<file path="config.mk">
export PLATFORM = sky130hd
export DESIGN_NAME = y86_dmem_arbiter_flat
export DESIGN_NICKNAME = d
export VERILOG_FILES = /design/src/rtl/y86_pkg.sv /design/src/rtl/y86_dmem_arbiter_if.sv /design/src/rtl/y86_mem_op_decode.sv /design/src/rtl/y86_dmem_arbiter.sv /design/src/flat_wrapper.sv
export SDC_FILE = /design/constraint.sdc
export NUM_CORES = 1
export LEC_CHECK = 0
export CORE_AREA = 2 2 227 229
export CTS_CLUSTER_SIZE = 12
export DETAILED_ROUTE_END_ITERATION = 10
export DIE_AREA = 0 0 229 231
export SYNTH_ARGS = -nofsm -noshare
export SYNTH_HDL_FRONTEND = slang
export SYNTH_SLANG_ARGS = --single-unit
</file>
<file path="constraint.sdc">
create_clock -name clk -period 2.6 [get_ports clk]
set_clock_uncertainty 0.15 [all_clocks]
set_input_delay 0.52 -clock clk [delete_from_list [all_inputs] [get_ports clk]]
set_output_delay 0.52 -clock clk [all_outputs]
set_load 0.005 [all_outputs]
</file>
<file path="src/rtl/y86_pkg.sv">
// Shared Y86 definitions: memory-touching icodes, arbiter states and an address range helper.
package y86_pkg;

   localparam logic [3:0] IRMMOVQ = 4'h4;
   localparam logic [3:0] IMRMOVQ = 4'h5;
   localparam logic [3:0] ICALL   = 4'h8;
   localparam logic [3:0] IRET    = 4'h9;
   localparam logic [3:0] IPUSHQ  = 4'hA;
   localparam logic [3:0] IPOPQ   = 4'hB;

   typedef enum logic [1:0] {
      IDLE,
      ISSUE,
      WAIT,
      RESP
   } arb_state_t;

   // An 8-byte access starting at addr must fit entirely inside the array.
   function automatic logic addr_ok(input logic [63:0] addr, input logic [63:0] addr_max);
      return addr <= addr_max;
   endfunction

endpackage

</file>
<file path="src/rtl/y86_dmem_arbiter_if.sv">
// Bundles the fetch, memory-stage and data-memory port signals of the data memory arbiter.
interface y86_dmem_arbiter_if;

   logic        f_req;
   logic [63:0] f_addr;
   logic        f_gnt;
   logic        f_rvalid;
   logic [63:0] f_rdata;
   logic        f_err;

   logic        m_req;
   logic [3:0]  m_icode;
   logic [63:0] m_valA;
   logic [63:0] m_valE;
   logic [63:0] m_valP;
   logic        m_gnt;
   logic        m_done;
   logic [63:0] m_valM;
   logic        m_err;

   logic        mem_en;
   logic        mem_we;
   logic [63:0] mem_addr;
   logic [63:0] mem_wdata;
   logic [63:0] mem_rdata;

   // The arbiter is the slave; requesters plus the memory array form the master side.
   modport slave (
      input  f_req, f_addr, m_req, m_icode, m_valA, m_valE, m_valP, mem_rdata,
      output f_gnt, f_rvalid, f_rdata, f_err, m_gnt, m_done, m_valM, m_err,
      output mem_en, mem_we, mem_addr, mem_wdata
   );

   modport master (
      output f_req, f_addr, m_req, m_icode, m_valA, m_valE, m_valP, mem_rdata,
      input  f_gnt, f_rvalid, f_rdata, f_err, m_gnt, m_done, m_valM, m_err,
      input  mem_en, mem_we, mem_addr, mem_wdata
   );

endinterface

</file>
<file path="src/rtl/y86_mem_op_decode.sv">
// Maps a Y86 icode and its operands onto a data memory read or write with address and write data.
module y86_mem_op_decode
   import y86_pkg::*;
(
   input  logic [3:0]  icode,
   input  logic [63:0] valA,
   input  logic [63:0] valE,
   input  logic [63:0] valP,
   output logic        is_rd,
   output logic        is_wr,
   output logic [63:0] addr,
   output logic [63:0] wdata
);

   always_comb begin
      is_rd = 1'b0;
      is_wr = 1'b0;
      addr  = 64'd0;
      wdata = 64'd0;
      case (icode)
         IRMMOVQ, IPUSHQ: begin
            is_wr = 1'b1;
            addr  = valE;
            wdata = valA;
         end
         ICALL: begin
            is_wr = 1'b1;
            addr  = valE;
            wdata = valP;
         end
         IMRMOVQ: begin
            is_rd = 1'b1;
            addr  = valE;
         end
         // ret and popq read from the old stack pointer carried in valA.
         IRET, IPOPQ: begin
            is_rd = 1'b1;
            addr  = valA;
         end
         default: ;
      endcase
   end

endmodule

</file>
<file path="src/rtl/y86_dmem_arbiter.sv">
// Shares the single-ported data memory between fetch and the memory stage, one
// fixed-latency access at a time, with a starvation guard for fetch.
module y86_dmem_arbiter
   import y86_pkg::*;
#(
   parameter int MEM_BYTES  = 1024,
   parameter int RD_LAT     = 2,
   parameter int STARVE_LIM = 2
) (
   input logic               clk,
   input logic               rst_n,
   y86_dmem_arbiter_if.slave bus
);

   localparam int          SW       = $clog2(STARVE_LIM + 1);
   localparam logic [63:0] ADDR_MAX = 64'(MEM_BYTES - 8);
   localparam logic [3:0]  LAT_LOAD = 4'(RD_LAT - 1);

   arb_state_t    state;
   arb_state_t    state_nxt;
   logic [3:0]    lat_cnt;
   logic [SW-1:0] streak;

   logic          owner_f;
   logic          lat_we;
   logic [63:0]   lat_addr;
   logic [63:0]   lat_wdata;

   logic [63:0]   f_rdata_q;
   logic          f_err_q;
   logic [63:0]   m_valm_q;
   logic          m_err_q;

   logic          dec_rd;
   logic          dec_wr;
   logic [63:0]   dec_addr;
   logic [63:0]   dec_wdata;

   logic          m_nop;
   logic          m_bad;
   logic          f_bad;
   logic          force_f;
   logic          grant_m;
   logic          grant_f;

   y86_mem_op_decode u_decode (
      .icode (bus.m_icode),
      .valA  (bus.m_valA),
      .valE  (bus.m_valE),
      .valP  (bus.m_valP),
      .is_rd (dec_rd),
      .is_wr (dec_wr),
      .addr  (dec_addr),
      .wdata (dec_wdata)
   );

   // Memory stage wins unless fetch has been passed over STARVE_LIM times in a row.
   always_comb begin
      m_nop   = !(dec_rd || dec_wr);
      m_bad   = !m_nop && !addr_ok(dec_addr, ADDR_MAX);
      f_bad   = !addr_ok(bus.f_addr, ADDR_MAX);
      force_f = bus.f_req && (streak >= SW'(STARVE_LIM));
      grant_m = rst_n && (state == IDLE) && bus.m_req && !force_f;
      grant_f = rst_n && (state == IDLE) && bus.f_req && !grant_m;
   end

   always_ff @(posedge clk or negedge rst_n) begin
      if (!rst_n) begin
         state <= IDLE;
      end else begin
         state <= state_nxt;
      end
   end

   // Accesses that never touch memory (NOP or bad address) skip straight to RESP.
   always_comb begin
      state_nxt     = state;
      bus.f_gnt     = grant_f;
      bus.m_gnt     = grant_m;
      bus.f_rvalid  = (state == RESP) && owner_f;
      bus.m_done    = (state == RESP) && !owner_f;
      bus.mem_en    = (state == ISSUE);
      bus.mem_we    = (state == ISSUE) && lat_we;
      bus.mem_addr  = (state == ISSUE) ? lat_addr : 64'd0;
      bus.mem_wdata = (state == ISSUE) ? lat_wdata : 64'd0;
      case (state)
         IDLE: begin
            if (grant_m) begin
               state_nxt = (m_nop || m_bad) ? RESP : ISSUE;
            end else if (grant_f) begin
               state_nxt = f_bad ? RESP : ISSUE;
            end
         end
         ISSUE:   state_nxt = WAIT;
         WAIT:    if (lat_cnt == 4'd0) state_nxt = RESP;
         RESP:    state_nxt = IDLE;
         default: state_nxt = IDLE;
      endcase
   end

   // Request latch, latency counter and per-requester response registers.
   always_ff @(posedge clk or negedge rst_n) begin
      if (!rst_n) begin
         owner_f   <= 1'b0;
         lat_we    <= 1'b0;
         lat_addr  <= 64'd0;
         lat_wdata <= 64'd0;
         lat_cnt   <= 4'd0;
         f_rdata_q <= 64'd0;
         f_err_q   <= 1'b0;
         m_valm_q  <= 64'd0;
         m_err_q   <= 1'b0;
      end else begin
         if (grant_m) begin
            owner_f   <= 1'b0;
            lat_we    <= dec_wr;
            lat_addr  <= dec_addr;
            lat_wdata <= dec_wdata;
            if (m_nop || m_bad) begin
               m_valm_q <= 64'd0;
               m_err_q  <= m_bad;
            end
         end else if (grant_f) begin
            owner_f   <= 1'b1;
            lat_we    <= 1'b0;
            lat_addr  <= bus.f_addr;
            lat_wdata <= 64'd0;
            if (f_bad) begin
               f_rdata_q <= 64'd0;
               f_err_q   <= 1'b1;
            end
         end
         if (state == ISSUE) begin
            lat_cnt <= LAT_LOAD;
         end else if (state == WAIT) begin
            if (lat_cnt == 4'd0) begin
               if (owner_f) begin
                  f_rdata_q <= bus.mem_rdata;
                  f_err_q   <= 1'b0;
               end else begin
                  m_valm_q <= lat_we ? 64'd0 : bus.mem_rdata;
                  m_err_q  <= 1'b0;
               end
            end else begin
               lat_cnt <= lat_cnt - 4'd1;
            end
         end
      end
   end

   // Streak of memory-stage grants that bypassed a waiting fetch.
   always_ff @(posedge clk or negedge rst_n) begin
      if (!rst_n) begin
         streak <= '0;
      end else if (!bus.f_req || grant_f) begin
         streak <= '0;
      end else if (grant_m && (streak < SW'(STARVE_LIM))) begin
         streak <= streak + 1'b1;
      end
   end

   assign bus.f_rdata = f_rdata_q;
   assign bus.f_err   = f_err_q;
   assign bus.m_valM  = m_valm_q;
   assign bus.m_err   = m_err_q;

endmodule
</file>
<file path="src/flat_wrapper.sv">
// flat-port wrapper written by rule: the top's interface ports become plain ports
module y86_dmem_arbiter_flat import y86_pkg::*;
#(
   parameter int MEM_BYTES  = 1024,
   parameter int RD_LAT     = 2,
   parameter int STARVE_LIM = 2
)
  (clk, rst_n, bus_f_req, bus_f_addr, bus_m_req, bus_m_icode, bus_m_valA, bus_m_valE, bus_m_valP, bus_mem_rdata, bus_f_gnt, bus_f_rvalid, bus_f_rdata, bus_f_err, bus_m_gnt, bus_m_done, bus_m_valM, bus_m_err, bus_mem_en, bus_mem_we, bus_mem_addr, bus_mem_wdata);
  y86_dmem_arbiter_if bus_i ();
  input logic clk;
  input logic rst_n;
  input wire logic [$bits(bus_i.f_req)-1:0] bus_f_req;
  input wire logic [$bits(bus_i.f_addr)-1:0] bus_f_addr;
  input wire logic [$bits(bus_i.m_req)-1:0] bus_m_req;
  input wire logic [$bits(bus_i.m_icode)-1:0] bus_m_icode;
  input wire logic [$bits(bus_i.m_valA)-1:0] bus_m_valA;
  input wire logic [$bits(bus_i.m_valE)-1:0] bus_m_valE;
  input wire logic [$bits(bus_i.m_valP)-1:0] bus_m_valP;
  input wire logic [$bits(bus_i.mem_rdata)-1:0] bus_mem_rdata;
  output wire logic [$bits(bus_i.f_gnt)-1:0] bus_f_gnt;
  output wire logic [$bits(bus_i.f_rvalid)-1:0] bus_f_rvalid;
  output wire logic [$bits(bus_i.f_rdata)-1:0] bus_f_rdata;
  output wire logic [$bits(bus_i.f_err)-1:0] bus_f_err;
  output wire logic [$bits(bus_i.m_gnt)-1:0] bus_m_gnt;
  output wire logic [$bits(bus_i.m_done)-1:0] bus_m_done;
  output wire logic [$bits(bus_i.m_valM)-1:0] bus_m_valM;
  output wire logic [$bits(bus_i.m_err)-1:0] bus_m_err;
  output wire logic [$bits(bus_i.mem_en)-1:0] bus_mem_en;
  output wire logic [$bits(bus_i.mem_we)-1:0] bus_mem_we;
  output wire logic [$bits(bus_i.mem_addr)-1:0] bus_mem_addr;
  output wire logic [$bits(bus_i.mem_wdata)-1:0] bus_mem_wdata;
  assign bus_i.f_req = bus_f_req;
  assign bus_i.f_addr = bus_f_addr;
  assign bus_i.m_req = bus_m_req;
  assign bus_i.m_icode = bus_m_icode;
  assign bus_i.m_valA = bus_m_valA;
  assign bus_i.m_valE = bus_m_valE;
  assign bus_i.m_valP = bus_m_valP;
  assign bus_i.mem_rdata = bus_mem_rdata;
  assign bus_f_gnt = bus_i.f_gnt;
  assign bus_f_rvalid = bus_i.f_rvalid;
  assign bus_f_rdata = bus_i.f_rdata;
  assign bus_f_err = bus_i.f_err;
  assign bus_m_gnt = bus_i.m_gnt;
  assign bus_m_done = bus_i.m_done;
  assign bus_m_valM = bus_i.m_valM;
  assign bus_m_err = bus_i.m_err;
  assign bus_mem_en = bus_i.mem_en;
  assign bus_mem_we = bus_i.mem_we;
  assign bus_mem_addr = bus_i.mem_addr;
  assign bus_mem_wdata = bus_i.mem_wdata;
  y86_dmem_arbiter #(.MEM_BYTES(MEM_BYTES), .RD_LAT(RD_LAT), .STARVE_LIM(STARVE_LIM)) u_core (.clk(clk), .rst_n(rst_n), .bus(bus_i));
endmodule
</file>
==> flow_summary.toml, run 1 <==
[outcome]
outcome = "complete, but fails checks"
failed_checks = "setup timing"

[global_route]
grt_pass1_wl_mm = 102
antenna_found_initial = 12
grt_max_degree = 129
grtUsageTotal_pct = 25.7
grt.overflow.total = 0
grt_pass1_vias = 15099

[timing]
fin_hold_ws_ns = 0.254
setup_viol = 126
finalSetupTns_ns = -24.47
fin_crit_ns = 3.00
slew_viol_final = 0
max_freq_ghz = 0.333
worstMarginPinSlew_ns = 0.875
hold_violations = 0
setup_slack_ns = -0.399
fin_crit_sh_pct = 115
slew-limit-headroom_pct = 41.7
rsz0062_at_grt = "yes"

[critical_path]
endpoint_kind = "flop"
worstSetupStartpointType = "input port"
critPathMaxFanout = 6
crit_required_ns = 2.93
cp.arrival_ns = 3.33
crit_type = "input port to flop"

[job]
max_cap_violations = 0

[floorplan]
die_area_um2 = 52900
die_h_um = 231
fp.coreArea_um2 = 50700
io_pins = 592
start_util_pct = 25.8
fp.dieW_um = 229
rows = 83

[place]
hpwl_mm = 48.7
post_dp_cell_area_um2 = 21500
portBuffers = 591
gp_congestion = 1.01

[power]
p_seq_share_pct = 33.6
p_int_mw = 13.2
power_mw = 19.6
p_clk_share_pct = 24.5
p_switching_mw = 6.38
sw_frac_of_total_pct = 32.6
p_per_area_nw_per_um2 = 800
ir_drop_mv = 0.536
power_frac_comb_pct = 41.9
power_leakage_nw = 11.2

[yosys]
synth_nets = 1672
synth_mux_area_share_pct = 4.20
synth-edff-count = 0
async_flop_share_pct = 100
synth_cell_types = 38
synth_top_family_by_area = "compound AO/OA/AOI/OAI gates"
yosysWarnings = 0
synth-adder-area-share_pct = 0.764
synth_compound_area_share_pct = 21.9
synth_flop_cell = "dfrtp_1"
synth_cells = 1336
ys_ff_latch = 268
syn_area_per_cell_um2 = 9.80
ys_seq_area_share_pct = 51.2
synth_simple_gate_area_share_pct = 17.6
syn_area_um2 = 13100
synth-xor-area-share_pct = 0

[route]
drtAntennaViolNets = 0
routed_wl_mm = 70.7
vias = 14783
wire_per_inst_um = 24.5
vias_per_cell = 5.13
drt_iter0_drc = 1172
drc = 0
first_pass_iters = 5

[layout]
post-route-cell-area_um2 = 24500
mostFrequentLayoutCell = "clkdlybuf4s50_1"
nNetsFinal = 2509
drive_gt1_share_pct = 31.8
layout_common_cells = "clkdlybuf4s50_1 (393), dfrtp_1 (267), buf_4 (226), nand2_1 (196), a22oi_1 (140)"
area_delta_synth_final_pct = 86.7

[clock_network]
cts_buffer_depth = 3
clk_latency_ns = 0.55
cts_tree = "done"
clock-root-buffer = "clkbuf_16"
cts_made_buffers = 36
clk_pin_slew_ns = 0.06
cts_sinks = 268
htree_levels = 2

[min_path]
hp-class = "input port to flop"
-- repair_timing --
item | 4_1_cts | 5_1_grt
hold buffers | 1 | 0
cloned | 26 | 6
gates resized for setup | 563 | 293
setup buffers | 57 | 33
endpoints found under the setup margin | 218 | 226
endpoints found under the hold margin | 86 | 0
pin swaps | 59 | 53
-- cell type report --
cell class | instances | area [um^2]
diodes | 9 | 22.5
clock buffers | 50 | 1020
clock inverters | 10 | 76.3
fillers | 4800 | 26200
inverters | 13 | 53.8
multi-input cells | 942 | 6570
flip-flops and latches | 268 | 6710
well taps | 680 | 851
repair buffers | 912 | 9150
-- worst paths after layout --
path                       cells past startpoint  slack [ns]                  from                     to
setup / recovery                              16       -0.40        bus_m_icode[2]  u_core.bus.m_valM[50]
hold / removal                                 3        0.25        bus_m_valA[37]   u_core.lat_wdata[37]
setup reg to reg                              13       -0.25       u_core.state[0]  u_core.bus.m_valM[47]
hold reg to reg                                2        0.32  u_core.lat_wdata[15]   u_core.lat_wdata[15]
max in group asynchronous                      4        0.39                 rst_n   u_core.lat_wdata[49]
min in group asynchronous                      3        0.59                 rst_n          u_core.lat_we
-- cell usage after synthesis (2+ instances only) --
| library cell | n | share of area [%] |
|---|---|---|
| nor3b_1 | 2 | 0.11 |
| buf_2 | 3 | 0.11 |
| clkbuf_1 | 96 | 2.8 |
| ha_1 | 8 | 0.76 |
| a22o_1 | 70 | 4.7 |
| dfrtp_1 | 268 | 51 |
| inv_1 | 12 | 0.34 |
| o211ai_1 | 2 | 0.11 |
| and2_1 | 130 | 6.2 |
| nor3_1 | 8 | 0.31 |
| nand2b_1 | 2 | 0.096 |
| buf_1 | 3 | 0.086 |
| nand3_1 | 76 | 2.9 |
| a21oi_1 | 9 | 0.34 |
| nor4_1 | 18 | 0.86 |
| nor2_1 | 17 | 0.49 |
| a21o_1 | 4 | 0.23 |
| a22oi_1 | 187 | 11 |
| nand4_1 | 17 | 0.81 |
| nand2_1 | 197 | 5.6 |
| nor2b_1 | 2 | 0.096 |
| buf_6 | 10 | 0.86 |
| mux2_1 | 20 | 1.7 |
| o22ai_1 | 3 | 0.14 |
| mux2_2 | 28 | 2.4 |
| o21ai_0 | 132 | 5.0 |
-- registers in the layout, indices dropped and copies added (netlist names) --
register,cells
u_core.state,2
u_core.bus.m_err,1
u_core.owner_f,1
u_core.bus.f_rdata,64
u_core.lat_addr,64
u_core.streak,2
u_core.lat_wdata,64
u_core.lat_we,1
u_core.bus.m_valM,64
u_core.bus.f_err,1
u_core.lat_cnt,4
-- critical path: stages --
cell     delay, ns
buf_6         0.10
nor3b_4       0.17
buf_6         0.12
buf_6         0.11
buf_16        0.13
a22oi_2       0.28
nand4_1       0.21
nor4_2        0.33
nand4_1       0.22
buf_4         0.21
o41ai_4       0.22
buf_6         0.18
buf_12        0.13
buf_12        0.12
buf_16        0.12
a22o_1        0.14
-- cell families (layout without fill, tap and decap cells) --
| family | Yosys count | after routing |
|---|---|---|
| adders and majority gates | 8 | 8 |
| muxes | 49 | 49 |
| DFF | 268 | 268 |
| other | 0 | 9 |
| and+or+nand+nor | 471 | 471 |
| buffers and inverters | 126 | 985 |
| AOI/OAI and AO/OA | 414 | 414 |
-- through the flow --
stage	worst slack [ns]	instances	utilization [%]
floorplan	-0.244	1336	-
global placement	-1.15	2708	42.5
detailed placement	-1.22	2708	42.5
CTS	-0.428	2850	47.3
global route	-0.439	2883	48.3
finish	-0.399	2884	48.3
-- routing by layer --
metal / wire length, um / GRT usage, % / up-vias
met5: 35 / 0 / -
met4: 2450 / 8.95 / 6
met3: 5610 / 5.83 / 137
met2: 33400 / 41.6 / 719
met1: 29200 / 33.7 / 7361
li1: - / - / 6560
-- power groups by stage --
| stage | registers (mW) | clock network [mW] | logic [mW] |
|---|---|---|---|
| 3_3_place_gp | 6.52 | 0 | 6.56 |
| 2_1_floorplan | 6.42 | 0 | 2.47 |
| 3_5_place_dp | 6.54 | 0 | 6.63 |
| 6_report | 6.57 | 4.79 | 8.20 |
| 5_1_grt | 6.73 | 5.06 | 8.74 |
| 4_1_cts | 6.51 | 4.86 | 7.98 |
Power figures use the tool's default switching activity.
==> inputs of run 2 (changes only) <==
--- a/config.mk
+++ b/config.mk
@@ -9,6 +9,7 @@
 export CTS_CLUSTER_SIZE = 12
 export DETAILED_ROUTE_END_ITERATION = 10
 export DIE_AREA = 0 0 229 231
+export GPL_TIMING_DRIVEN = 0
 export SYNTH_ARGS = -nofsm -noshare
 export SYNTH_HDL_FRONTEND = slang
 export SYNTH_SLANG_ARGS = --single-unit
==> flow_summary.toml, run 2 (synthesized netlist as in run 1, its figures left out) <==
[critical_path]
timing.rr.start = "u_core.state[0]"
critPathMaxFanout = 8
cp_slowest_cell = "nor4_2"
crit_required_ns = 2.92
cp_top_family = "buffers and inverters"
cp.arrival_ns = 3.24
rrSetupSlack_ns = -0.11
r2r_end = "u_core.bus.m_valM[25]"
worstSetupStartpointType = "input port"
slowest_delay_ns = 0.34
cp-endpoint = "u_core.bus.m_valM[4]"
critPathMostFrequentCell = "buf_12"
path_cells = "buf_12 > buf_12 > buf_4 > mux2_4 > a22oi_2 > nand4_1 > nor4_2 > nand4_1 > buf_6 > o41ai_4 > buf_12 > buf_12 > clkbuf_16 > a22o_1"
reg2reg_depth = 13
endpoint_kind = "flop"
crit_type = "input port to flop"
critical_path_depth = 14
critical_path.startpoint = "bus_m_icode[0]"
path_buf_inv = 7

[outcome]
failed_checks = "setup timing"
outcome = "complete, but fails checks"

[clock_network]
cts_sinks = 268
cts_tree = "done"
htree_levels = 2
clk_pin_slew_ns = 0.06
clk_latency_ns = 0.54
cts_buffer_depth = 3
cts_made_buffers = 35
clock-root-buffer = "clkbuf_16"

[job]
max_cap_violations = 0

[timing]
worstMarginPinSlew_ns = 0.663
rsz0062_at_grt = "yes"
slew-limit-headroom_pct = 55.5
setup_slack_ns = -0.320
fin_crit_ns = 2.92
finalSetupTns_ns = -25.74
slew_viol_final = 0
max_freq_ghz = 0.342
fin_crit_sh_pct = 112
setup_viol = 157
fin_hold_ws_ns = 0.0309
hold_violations = 0

[floorplan]
die_h_um = 231
fp.dieW_um = 229
rows = 83
die_area_um2 = 52900
io_pins = 592
start_util_pct = 25.8
fp.coreArea_um2 = 50700

[route]
wire_per_inst_um = 25.8
first_pass_iters = 5
drt_iter0_drc = 1120
drtAntennaViolNets = 0
drc = 0
routed_wl_mm = 71.7
vias = 14567
vias_per_cell = 5.24

[layout]
instances_no_fill = 2782
fillCellCount = 4754
drive_gt1_share_pct = 28.1
nNetsFinal = 2408
layout_common_cells = "clkdlybuf4s50_1 (423), dfrtp_1 (268), nand2_1 (196), a22oi_1 (143), o21ai_0 (131)"
mostFrequentLayoutCell = "clkdlybuf4s50_1"
area_delta_synth_final_pct = 82.8
post-route-util_pct = 47.2

[global_route]
grt.overflow.total = 0
grtUsageTotal_pct = 26.1
grt_max_degree = 57
antenna_found_initial = 11
grt_pass1_wl_mm = 102
grt_pass1_vias = 14723

[place]
placed_cells = 2609
hpwl_mm = 51.8
portBuffers = 590
gp_congestion = 0.930

[power]
power_mw = 19.8
power_leakage_nw = 10.6
ir_drop_mv = 0.561
p_per_area_nw_per_um2 = 828

[min_path]
hp-class = "input port to async pin"
## run 2: cell types whose count changed in the layout (fill, tap and decap cells not counted), sizes merged, moves of 2 or more
| cell | before | now |
|---|---|---|
| dlymetal6s2s | 18 | 3 |
| clkbuf | 91 | 150 |
| bufbuf | 0 | 7 |
| dlygate4sd2 | 43 | 28 |
| clkdlybuf4s50 | 393 | 423 |
| diode | 9 | 6 |
| bufinv | 0 | 3 |
| dlygate4sd3 | 1 | 4 |
| clkdlybuf4s15 | 3 | 8 |
| buf | 413 | 237 |
| inv | 13 | 15 |
## run 2: worst min path at each step
| stage | startpoint | endpoint | slack [ns] | cells after the start |
|---|---|---|---|---|
| 2_1_floorplan | rst_n | u_core.bus.f_err | 0.07 | 0 |
| 3_3_place_gp | u_core.lat_wdata[1] | u_core.lat_wdata[1] | 0.31 | 2 |
| 3_5_place_dp | u_core.lat_wdata[4] | u_core.lat_wdata[4] | 0.31 | 2 |
| 4_1_cts | rst_n | u_core.bus.f_rdata[22] | 0.0002 | 4 |
| 5_1_grt | rst_n | u_core.bus.f_rdata[22] | 0.002 | 4 |
| 6_report | rst_n | u_core.bus.m_valM[42] | 0.03 | 4 |
## run 2: cell type report
class	instances	area (um^2)	area share, %
clock buffer	48	995	4.16
timing repair buffer	704	7460	31.2
antenna	6	15.0	0.0627
inverter	13	80.1	0.335
sequential	268	6710	28.0
tap	680	851	3.55
multi-input combinational	942	6650	27.8
buffer	108	1020	4.28
clock inverter	13	156	0.653
## run 2: worst min-delay path: cells and delay by family
| family | cells | cell delay [ns] |
|---|---|---|
| buf+inv | 4 | 0.53 |
## run 2: per-layer routing
layer | part of all wire, % | vias to the layer above | GRT usage, % | wire (um)
met5 | 0.047 | - | 0 | 34
met3 | 9.1 | 134 | 7.49 | 6520
met2 | 48 | 754 | 42.8 | 34400
met1 | 40 | 7320 | 33.0 | 28400
met4 | 3.2 | 6 | 8.58 | 2290
li1 | - | 6353 | - | -
## run 2: stage by stage
step	setup slack [ns]	instance area, um^2
5_1_grt	-0.320	23900
3_3_place_gp	-13.49	20100
4_1_cts	-0.293	23500
3_5_place_dp	-2.57	20200
6_report	-0.320	23900
2_1_floorplan	-0.244	13400
## run 2: where the power goes
| group | leakage (nW) | switching [mW] | internal (mW) |
|---|---|---|---|
| sequential | 3.59 | 0.910 | 5.65 |
| clock | 0.565 | 2.02 | 2.98 |
| combinational | 6.41 | 3.42 | 4.84 |
## run 2: repair_timing
| action | CTS | global route |
|---|---|---|
| gates cloned | 18 | 4 |
| endpoints found under the setup margin | 396 | 357 |
| pin swaps | 53 | 25 |
| endpoints found under the hold margin | 80 | 0 |
| setup buffers | 67 | 17 |
| hold buffers | 8 | 0 |
| resized for setup | 778 | 277 |
